**config.mk**
```make
export PLATFORM = sky130hd
export DESIGN_NAME = nes_pad_responder
export DESIGN_NICKNAME = d
export VERILOG_FILES = /design/src/rtl/nes_pkg.sv /design/src/rtl/nes_input_sync.sv /design/src/rtl/nes_pad_responder.sv
export SDC_FILE = /design/constraint.sdc
export NUM_CORES = 1
export LEC_CHECK = 0
export BUFFER_PORTS_ARGS = -buffer_cell sky130_fd_sc_hd__buf_4
export CAP_MARGIN = 10
export CORE_UTILIZATION = 55
export CTS_BUF_LIST = sky130_fd_sc_hd__clkbuf_16
export CTS_CLUSTER_DIAMETER = 60
export DETAILED_ROUTE_END_ITERATION = 12
export PLACE_DENSITY_LB_ADDON = 0.12
export SLEW_MARGIN = 40
export SYNTH_ARGS = -nofsm -noshare
export SYNTH_HDL_FRONTEND = slang
export SYNTH_SLANG_ARGS = --single-unit
```
**constraint.sdc**
```tcl
create_clock -name clk_i -period 2.7 [get_ports clk_i]
set_input_delay 0.54 -clock clk_i [delete_from_list [all_inputs] [get_ports clk_i]]
set_output_delay 0.54 -clock clk_i [all_outputs]
set_load 0.02 [all_outputs]
```
**src/rtl/nes_pkg.sv**
```systemverilog
`default_nettype none
// +----------------------------------------------------------------------+
// | nes_pkg: shared constants, FSM state type and helpers for the NES    |
// | pad responder. Rev 1.0                                               |
// +----------------------------------------------------------------------+
package nes_pkg;

    localparam int unsigned NES_NUM_BUTTONS        = 8;
    localparam int unsigned NES_FILTER_LEN_DEFAULT = 4;

    // Bit positions in the button vector; A is shifted out first.
    localparam int unsigned NES_BTN_A      = 7;
    localparam int unsigned NES_BTN_B      = 6;
    localparam int unsigned NES_BTN_SELECT = 5;
    localparam int unsigned NES_BTN_START  = 4;
    localparam int unsigned NES_BTN_UP     = 3;
    localparam int unsigned NES_BTN_DOWN   = 2;
    localparam int unsigned NES_BTN_LEFT   = 1;
    localparam int unsigned NES_BTN_RIGHT  = 0;

    typedef enum logic [1:0] {
        ST_IDLE  = 2'd0,
        ST_LOAD  = 2'd1,
        ST_SHIFT = 2'd2,
        ST_DONE  = 2'd3
    } nes_state_e;

    function automatic logic [NES_NUM_BUTTONS-1:0] nes_shift_in_one(
        input logic [NES_NUM_BUTTONS-1:0] sr
    );
        return {sr[NES_NUM_BUTTONS-2:0], 1'b1};
    endfunction

endpackage

`default_nettype wire

```
**src/rtl/nes_input_sync.sv**
```systemverilog
`default_nettype none
// +----------------------------------------------------------------------+
// | nes_input_sync: multi-flop synchronizer with optional glitch filter  |
// | (enabled by NES_GLITCH_FILTER_EN). Rev 1.0                           |
// +----------------------------------------------------------------------+
module nes_input_sync
    import nes_pkg::*;
#(
    parameter int unsigned SYNC_STAGES = 2,
    parameter int unsigned FILTER_LEN  = NES_FILTER_LEN_DEFAULT
) (
    input  logic clk_i,
    input  logic rst_i,
    input  logic async_i,
    output logic level_o
);

    if (SYNC_STAGES < 2 || SYNC_STAGES > 3 || FILTER_LEN < 2) begin : g_param_check
        $error("nes_input_sync: SYNC_STAGES must be 2..3 and FILTER_LEN >= 2");
    end

    logic [SYNC_STAGES-1:0] sync_q;
    logic                   sample;

    always_ff @(posedge clk_i or posedge rst_i) begin
        if (rst_i) begin
            sync_q <= '0;
        end else begin
            sync_q <= {sync_q[SYNC_STAGES-2:0], async_i};
        end
    end

    assign sample = sync_q[SYNC_STAGES-1];

`ifdef NES_GLITCH_FILTER_EN
    localparam int unsigned CNT_W = $clog2(FILTER_LEN);

    logic [CNT_W-1:0] cnt_q;
    logic             level_q;
    logic             accept;

    // The FILTER_LEN-th differing sample is passed through combinationally,
    // so the added latency is FILTER_LEN-1 clocks.
    assign accept = (sample != level_q) && (cnt_q == CNT_W'(FILTER_LEN - 1));

    always_ff @(posedge clk_i or posedge rst_i) begin
        if (rst_i) begin
            cnt_q   <= '0;
            level_q <= 1'b0;
        end else if (sample == level_q) begin
            cnt_q   <= '0;
        end else if (accept) begin
            cnt_q   <= '0;
            level_q <= sample;
        end else begin
            cnt_q   <= cnt_q + CNT_W'(1);
        end
    end

    assign level_o = accept ? sample : level_q;
`else
    assign level_o = sample;
`endif

endmodule

`default_nettype wire

```
**src/rtl/nes_pad_responder.sv**
```systemverilog
`default_nettype none
// +----------------------------------------------------------------------+
// | nes_pad_responder: NES controller emulation (latch/pulse/data).      |
// | Optional input glitch filter: NES_GLITCH_FILTER_EN. Rev 1.0          |
// +----------------------------------------------------------------------+
module nes_pad_responder
    import nes_pkg::*;
#(
    parameter int unsigned SYNC_STAGES = 2,
    parameter int unsigned FILTER_LEN  = NES_FILTER_LEN_DEFAULT
) (
    input  logic                       clk_i,
    input  logic                       rst_i,
    input  logic [NES_NUM_BUTTONS-1:0] buttons_i,
    input  logic                       latch_i,
    input  logic                       pulse_i,
    output logic                       data_o,
    output logic                       frame_strobe_o,
    output logic [NES_NUM_BUTTONS-1:0] frame_buttons_o,
    output logic [3:0]                 bit_index_o
);

    logic latch_s, pulse_s;
    logic latch_prev_q, pulse_prev_q;
    logic latch_fall, pulse_rise;

    nes_input_sync #(.SYNC_STAGES(SYNC_STAGES), .FILTER_LEN(FILTER_LEN)) u_latch_sync (
        .clk_i   (clk_i),
        .rst_i   (rst_i),
        .async_i (latch_i),
        .level_o (latch_s)
    );

    nes_input_sync #(.SYNC_STAGES(SYNC_STAGES), .FILTER_LEN(FILTER_LEN)) u_pulse_sync (
        .clk_i   (clk_i),
        .rst_i   (rst_i),
        .async_i (pulse_i),
        .level_o (pulse_s)
    );

    always_ff @(posedge clk_i or posedge rst_i) begin
        if (rst_i) begin
            latch_prev_q <= 1'b0;
            pulse_prev_q <= 1'b0;
        end else begin
            latch_prev_q <= latch_s;
            pulse_prev_q <= pulse_s;
        end
    end

    assign latch_fall = latch_prev_q & ~latch_s;
    assign pulse_rise = pulse_s & ~pulse_prev_q;

    nes_state_e                 state_q, state_d;
    logic [NES_NUM_BUTTONS-1:0] sr_q, sr_d;
    logic [NES_NUM_BUTTONS-1:0] fbtn_q, fbtn_d;
    logic [3:0]                 idx_q, idx_d;
    logic                       strobe_q, strobe_d;

    always_ff @(posedge clk_i or posedge rst_i) begin
        if (rst_i) begin
            state_q  <= ST_IDLE;
            sr_q     <= '1;
            fbtn_q   <= '0;
            idx_q    <= '0;
            strobe_q <= 1'b0;
        end else begin
            state_q  <= state_d;
            sr_q     <= sr_d;
            fbtn_q   <= fbtn_d;
            idx_q    <= idx_d;
            strobe_q <= strobe_d;
        end
    end

    always_comb begin
        state_d  = state_q;
        sr_d     = sr_q;
        fbtn_d   = fbtn_q;
        idx_d    = idx_q;
        strobe_d = 1'b0;
        // Latch high overrides everything, including a same-cycle pulse edge.
        if (latch_s) begin
            state_d = ST_LOAD;
            sr_d    = ~buttons_i;
            idx_d   = '0;
        end else begin
            case (state_q)
                ST_LOAD: begin
                    if (latch_fall) begin
                        state_d  = ST_SHIFT;
                        sr_d     = ~buttons_i;
                        fbtn_d   = buttons_i;
                        strobe_d = 1'b1;
                    end
                end
                ST_SHIFT: begin
                    if (pulse_rise) begin
                        sr_d  = nes_shift_in_one(sr_q);
                        idx_d = idx_q + 4'd1;
                        if (idx_q == 4'd7) begin
                            state_d = ST_DONE;
                        end
                    end
                end
                default: ;
            endcase
        end
    end

    // After eight shifts the register is all ones, so DONE drives data high.
    assign data_o          = sr_q[NES_BTN_A];
    assign frame_strobe_o  = strobe_q;
    assign frame_buttons_o = fbtn_q;
    assign bit_index_o     = idx_q;

endmodule

`default_nettype wire
```
==> results of run 1 <==
registers in the layout, indices dropped and copies added (netlist names):
register             flops
latch_prev_q             1
bit_index_o              4
frame_strobe_o           1
frame_buttons_o          8
u_latch_sync.sync_q      2
u_pulse_sync.sync_q      2
pulse_prev_q             1
state_q                  2
sr_q                     8
worst register-to-register path: cells and delay by family (launching register included):
family | cells | cell delay (ns)
AND/OR/NAND/NOR | 1 | 0.40
adder cells (fa/ha/maj) | 1 | 0.31
buffers and inverters | 1 | 0.06
flip-flops | 1 | 0.34
AO/OA/AOI/OAI | 2 | 0.41
synthesized netlist by cell type (2+ instances only):
cell type	n	share of area, %
dfstp_2	8	18
a21oi_1	2	0.85
inv_1	4	1.3
ha_1	3	3.2
xor2_1	2	1.5
a222oi_1	6	5.1
nor2_1	13	4.1
dfrtp_1	21	45
nand2_1	28	8.9
per-layer routing:
metal / global-route usage [%] / wire, µm / vias up
li1: - / - / 425
met1: 29.0 / 949 / 418
met2: 35.7 / 1030 / 30
met3: 6.29 / 140 / 7
met4: 18.1 / 69 / 0
met5: 0 / 0 / -
where the power goes:
group | switching (mW) | internal (mW) | leakage [nW] | total, mW
Clock | 0.167 | 0.327 | 0.0685 | 0.494
Combinational | 0.323 | 0.241 | 0.351 | 0.564
Sequential | 0.0682 | 0.610 | 0.345 | 0.678
Total | 0.558 | 1.18 | 0.765 | 1.74
metrics by stage:
step                instances  worst slack [ns]  hold WS [ns]  power, mW  util, %
floorplan                 105              1.27         0.331       1.05        -
global route              164             0.945         0.351       1.85     77.5
CTS                       164              1.08         0.320       1.75     77.5
detailed placement        157              1.09         0.339       1.25     70.8
global placement          157              1.12         0.339       1.23     70.8
finish                    164              1.07         0.302       1.74     77.5
layout by cell type, fill, tap and decap left out:
cell type / Yosys / final
a21o_1: 1 / 1
a21o_2: 1 / 1
a21oi_1: 2 / 2
a221o_2: 1 / 1
a221oi_2: 1 / 1
a222oi_1: 6 / 6
a22oi_1: 1 / 1
and2_4: 1 / 1
and3b_1: 1 / 1
buf_4: 0 / 26
clkbuf_16: 0 / 5
clkinv_1: 1 / 2
dfrtp_1: 21 / 21
dfstp_2: 8 / 8
ha_1: 3 / 3
inv_1: 4 / 4
inv_2: 0 / 1
nand2_1: 28 / 28
nand2b_1: 1 / 1
nand3b_2: 1 / 1
nand4_1: 1 / 1
nand4b_1: 1 / 1
nor2_1: 13 / 13
nor2b_1: 1 / 1
o21a_1: 1 / 1
o21bai_1: 1 / 1
o21bai_2: 1 / 1
xnor2_1: 1 / 1
xor2_1: 2 / 2
area by class of cell:
cell class              count  share of cell area (%)
inverters                   5                    1.22
multi-input cells          70                    27.4
well taps                  27                    2.20
clock buffers               5                    8.14
repair buffers             26                    12.7
flip-flops and latches     29                    47.9
clock inverters             2                   0.489
cells by family (layout without fill, tap and decap cells):
group	count (synthesis)	after routing	share of synthesized area [%]
compound gates	16	16	12.4
xor+xnor	3	3	2.23
fa+ha+maj	3	3	3.18
buf+inv	6	38	2.01
flops	29	29	62.4
simple gates	48	48	17.8
path summary, 6_finish.rpt:
check	cells past startpoint	end	start	slack, ns
setup / recovery	5	sr_q[3]$_DFFE_PP1P_	state_q[0]$_DFFE_PP0P_	1.07
max in group asynchronous	3	sr_q[0]$_DFFE_PP1P_	rst_i	1.86
setup reg to reg	5	sr_q[3]$_DFFE_PP1P_	state_q[0]$_DFFE_PP0P_	1.07
hold reg to reg	0	u_pulse_sync.sync_q[1]$_DFF_PP0_	u_pulse_sync.sync_q[0]$_DFF_PP0_	0.35
min in group clk_i	0	u_pulse_sync.sync_q[1]$_DFF_PP0_	u_pulse_sync.sync_q[0]$_DFF_PP0_	0.35
hold / removal	2	bit_index_o[1]$_DFFE_PP0P_	rst_i	0.30
==> flow_metrics.py, run 1 <==
metrics = {
    "timing": {
        "drv_slew": 0,
        "max_freq_ghz": 0.615,
        "rsz0062_at_grt": "no",
        "finClkSkew_ns": 0.00391,
        "slew_headroom_pct": 66.6,
        "fin_crit_sh_pct": 60.3,
        "hold_viol_final": 0,
        "tns_ns": 0,
        "setup_viol": 0,
        "min_period_ns": 1.63,
        "max_slew.worst_pin.slew_ns": 0.499,
    },
    "flow_run": {
        "cap_violations": 0,
    },
    "place": {
        "finalWeightedCongestion": 0.761,
        "hpwl_um": 1580,
        "portBuffers": 25,
        "placed_area_um2": 1400,
    },
    "min_path": {
        "holdCritPathClass": "primary input to asynchronous set/reset pin",
    },
    "setup_path": {
        "end_kind": "flop",
        "crit_arrival_ns": 1.79,
        "critical_path_class": "flop to flop",
        "crit_fanout": 7,
        "max_stage_delay_ns": 0.40,
        "cp_data_required_time_ns": 2.86,
        "cp-start-kind": "flop",
        "path_delay_family": "compound AO/OA/AOI/OAI gates",
        "cp_slowest_cell": "nor2_1",
        "cp_cell_sequence": "inv_1 -> ha_1 -> a21o_2 -> nor2_1 -> a222oi_1",
        "path_buf_inv": 1,
    },
    "global_route": {
        "grt_antenna_before_repair": 0,
        "grt_usage_pct": 23.6,
        "grt_overflow": 0,
        "grt_pass1_wl_um": 3980,
        "grt_pass1_vias": 924,
        "grt_max_degree": 27,
    },
    "final_layout": {
        "final_nets": 152,
        "n_antenna_cell": 0,
        "finalInstanceArea_um2": 1540,
        "area_growth_pct": 30.2,
        "drive_gt1_share_pct": 33.6,
        "fill_cells": 126,
        "ff_latch_area_um2": 736,
        "multiInputGateArea_um2": 420,
    },
    "logic_synthesis": {
        "synth_cell_types": 27,
        "syn_nets": 120,
        "synth_edf_count": 0,
        "avgSynthCellArea_um2": 11.2,
        "ys_ff_latch": 29,
        "synth_top_flop_cell": "dfrtp_1",
        "syn_inst": 105,
        "yosysSeqAreaShare_pct": 62.4,
        "yosysWarningCount": 0,
        "syn-cell-area_um2": 1180,
        "synth-async-reset-ratio_pct": 100,
    },
    "clock_tree": {
        "clock_path_buffers": 2,
        "cts_sinks": 29,
        "hold_buffers": 0,
        "post_cts_buffers": 0,
        "cts_root_buffer": "clkbuf_16",
        "insertion_delay_ns": 0.27,
        "cts_htree_levels": 2,
        "post_cts_resized": 0,
        "cts_buffers": 5,
        "clk_pin_slew_ns": 0.05,
        "cts_tree": "yes",
    },
    "floorplanning": {
        "coreArea_um2": 1980,
        "die_area_um2": 2330,
        "ios": 26,
        "start_util_pct": 59.5,
        "row_count": 16,
        "die_width_um": 48.3,
        "die_h_um": 48.3,
    },
    "drt": {
        "drt_iter0_drc": 42,
        "vias": 880,
        "drc": 0,
        "drt-total-wl_um": 2190,
        "antenna_left": 0,
        "wl_per_cell_um": 13.4,
        "drt-vias-per-instance": 5.37,
        "firstDrtPassIters": 4,
    },
    "status": {
        "outcome": "complete, no violations",
    },
    "power": {
        "vdd_ir_drop_max_mv": 1.01,
        "leakagePower_nw": 0.765,
        "power_density_nw_per_um2": 1130,
    },
}
Note: power is estimated with default switching activity, not from simulation.
==> run 2: changes to the inputs <==
--- a/config.mk
+++ b/config.mk
@@ -5,9 +5,10 @@
 export SDC_FILE = /design/constraint.sdc
 export NUM_CORES = 1
 export LEC_CHECK = 0
+export ABC_AREA = 1
 export BUFFER_PORTS_ARGS = -buffer_cell sky130_fd_sc_hd__buf_4
 export CAP_MARGIN = 10
-export CORE_UTILIZATION = 55
+export CORE_UTILIZATION = 53
 export CTS_BUF_LIST = sky130_fd_sc_hd__clkbuf_16
 export CTS_CLUSTER_DIAMETER = 60
 export DETAILED_ROUTE_END_ITERATION = 12
==> constraint.sdc (replaced) <==
create_clock -name clk_i -period 1.6 [get_ports clk_i]
set_input_delay 0.32 -clock clk_i [delete_from_list [all_inputs] [get_ports clk_i]]
set_output_delay 0.32 -clock clk_i [all_outputs]
set_load 0.02 [all_outputs]
==> flow_metrics.py, run 2 <==
metrics = {
    "setup_path": {
        "cp_data_required_time_ns": 1.81,
        "critical_path_class": "flop to flop",
        "r2r_setup_slack_ns": 0.16,
        "reg2reg_depth": 8,
        "end_kind": "flop",
        "crit_arrival_ns": 1.65,
        "reg2reg_to": "sr_q[1]$_DFFE_PP1P_",
        "cp-start-kind": "flop",
        "r2r-start": "state_q[0]$_DFFE_PP0P_",
        "crit_fanout": 11,
    },
    "final_layout": {
        "n_antenna_cell": 0,
        "area_growth_pct": 27.9,
        "final_nets": 190,
        "finalInstanceArea_um2": 1630,
        "drive_gt1_share_pct": 27.8,
        "fin_util_pct": 73.0,
        "final_cell_mix": "nand2_1, buf_4, dfrtp_1, nand3_1, inv_1",
        "layout_commonest_cell": "nand2_1",
        "fill_cells": 164,
    },
    "global_route": {
        "grt_busiest_layer": "met2",
        "grt_use_met2_pct": 35.7,
        "grt_antenna_before_repair": 0,
        "grt_use_met3_pct": 9.52,
        "grt_usage_pct": 23.1,
        "grt_pass1_vias": 1029,
        "grt_util_met1_pct": 27.8,
        "grt_max_degree": 30,
        "grt_overflow": 0,
        "grt_pass1_wl_um": 4230,
    },
    "logic_synthesis": {
        "muxShareOfSynthArea_pct": 0,
        "syn-cell-area_um2": 1270,
        "synth_top_flop_cell": "dfrtp_1",
        "synth_cell_types": 19,
        "syn_inst": 143,
        "syn_nets": 158,
        "synth_commonest_cells": "nand2_1, dfrtp_1, nand3_1",
        "synth_compound_area_share_pct": 5.40,
        "synth_xor_xnor_area_share_pct": 0,
        "avgSynthCellArea_um2": 8.92,
        "synth-async-reset-ratio_pct": 100,
        "netlist.area_leader.share_pct": 41.2,
        "yosysWarningCount": 0,
        "synth_top_family_by_area": "simple AND/OR/NAND/NOR gates",
        "synthTopCellsByArea": "dfrtp_1, nand2_1, dfstp_2",
        "yosysSeqAreaShare_pct": 57.7,
        "ys_ff_latch": 29,
        "synthAdderAreaFrac_pct": 2.94,
        "yosysTopAreaCell": "dfrtp_1",
        "synth_edf_count": 0,
        "yosys.cell_count.top_type": "nand2_1",
        "synth-simple-area-share_pct": 28.7,
    },
    "timing": {
        "drv_slew": 0,
        "rsz0062_at_grt": "no",
        "tns_ns": 0,
        "fin_crit_sh_pct": 89.8,
        "finClkSkew_ns": 0.00393,
        "hold_viol_final": 0,
        "max_slew.worst_pin.slew_ns": 0.342,
        "max_freq_ghz": 0.696,
        "min_period_ns": 1.44,
        "slew_headroom_pct": 77.2,
        "setup_viol": 0,
    },
    "status": {
        "outcome": "complete, no violations",
    },
    "clock_tree": {
        "cts_htree_levels": 2,
        "cts_tree": "yes",
        "hold_buffers": 0,
        "insertion_delay_ns": 0.27,
        "clock_path_buffers": 2,
        "cts_sinks": 29,
        "post_cts_buffers": 0,
        "clk_pin_slew_ns": 0.05,
        "post_cts_resized": 0,
        "cts_root_buffer": "clkbuf_16",
        "cts_buffers": 5,
    },
    "place": {
        "placed_area_um2": 1490,
        "hpwl_um": 1710,
        "finalWeightedCongestion": 0.820,
        "portBuffers": 25,
    },
    "power": {
        "leakagePower_nw": 0.857,
        "power_density_nw_per_um2": 1930,
        "vdd_ir_drop_max_mv": 1.43,
    },
    "floorplanning": {
        "die_area_um2": 2610,
        "die_h_um": 51.0,
        "die_width_um": 51.0,
        "coreArea_um2": 2230,
        "ios": 26,
        "row_count": 17,
        "start_util_pct": 57.1,
    },
    "flow_run": {
        "cap_violations": 0,
    },
    "drt": {
        "wl_per_cell_um": 11.4,
        "antenna_left": 0,
        "drc": 0,
        "vias": 1022,
        "firstDrtPassIters": 4,
        "drt-total-wl_um": 2330,
        "drt_iter0_drc": 19,
        "drt-vias-per-instance": 5.01,
    },
    "min_path": {
        "holdCritPathClass": "primary input to asynchronous set/reset pin",
    },
}
==> run 2: changes by cell type in the layout (fill, tap and decap cells not counted), moves of 6 or more <==
cell | before | now
nand2_1 | 28 | 60
inv_1 | 4 | 11
o21ai_0 | 0 | 9
a222oi_1 | 6 | 0
nor2_1 | 13 | 5
nand3_1 | 0 | 12
==> run 2: final cells by class <==
type / count / area [µm²] / area share, %
well taps: 28 / 35.0 / 2.15
clock buffers: 5 / 125 / 7.67
multi-input cells: 100 / 472 / 28.9
flip-flops and latches: 29 / 736 / 45.1
clock inverters: 3 / 11.3 / 0.691
repair buffers: 28 / 210 / 12.9
inverters: 11 / 41.3 / 2.53
==> run 2: kinds of logic after synthesis <==
kind of cell,count (synthesis)
adders and majority gates,3
AOI/OAI and AO/OA,13
buffers and inverters,14
and+or+nand+nor,84
DFF,29
==> run 2: metrics by stage <==
stage          instances  hold slack, ns  power [mW]  setup WS, ns
4_1_cts              204           0.125        3.19         0.149
2_1_floorplan        143           0.331        1.96         0.332
6_report             204           0.113        3.15         0.163
3_5_place_dp         196           0.336        2.34         0.157
3_3_place_gp         196           0.331        2.30         0.217
5_1_grt              204           0.142        3.38       0.00509
==> run 2: critical path, cell delays in order, from the launching register on <==
cell and delay (ns):
dfrtp_1 0.39, inv_1 0.06, ha_1 0.15, inv_1 0.07, nor2_4 0.19, nand2_4 0.14, nand2_2 0.19, nand2_1 0.09
nand2_1 0.08
==> run 2: power by group <==
part | leakage [nW] | internal [mW] | switching, mW
registers | 0.343 | 1.07 | 0.155
logic | 0.439 | 0.436 | 0.662
clock network | 0.0738 | 0.554 | 0.274
total | 0.857 | 2.06 | 1.09
==> run 2: routing by layer <==
metal	share of wire, %	vias to the layer above
met1	44	475
met5	0	-
met2	50	23
met3	4.5	5
met4	1.3	0
li1	-	519
==> run 2: how the worst max path moves through the flow <==
stage,from,endpoint,cells after the start
finish,state_q[0]$_DFFE_PP0P_,sr_q[1]$_DFFE_PP1P_,8
global route,state_q[0]$_DFFE_PP0P_,sr_q[0]$_DFFE_PP1P_,8
CTS,state_q[0]$_DFFE_PP0P_,sr_q[1]$_DFFE_PP1P_,9
detailed placement,state_q[0]$_DFFE_PP0P_,sr_q[1]$_DFFE_PP1P_,8
global placement,state_q[0]$_DFFE_PP0P_,sr_q[0]$_DFFE_PP1P_,8
floorplan,state_q[0]$_DFFE_PP0P_,state_q[1]$_DFFE_PP0P_,8
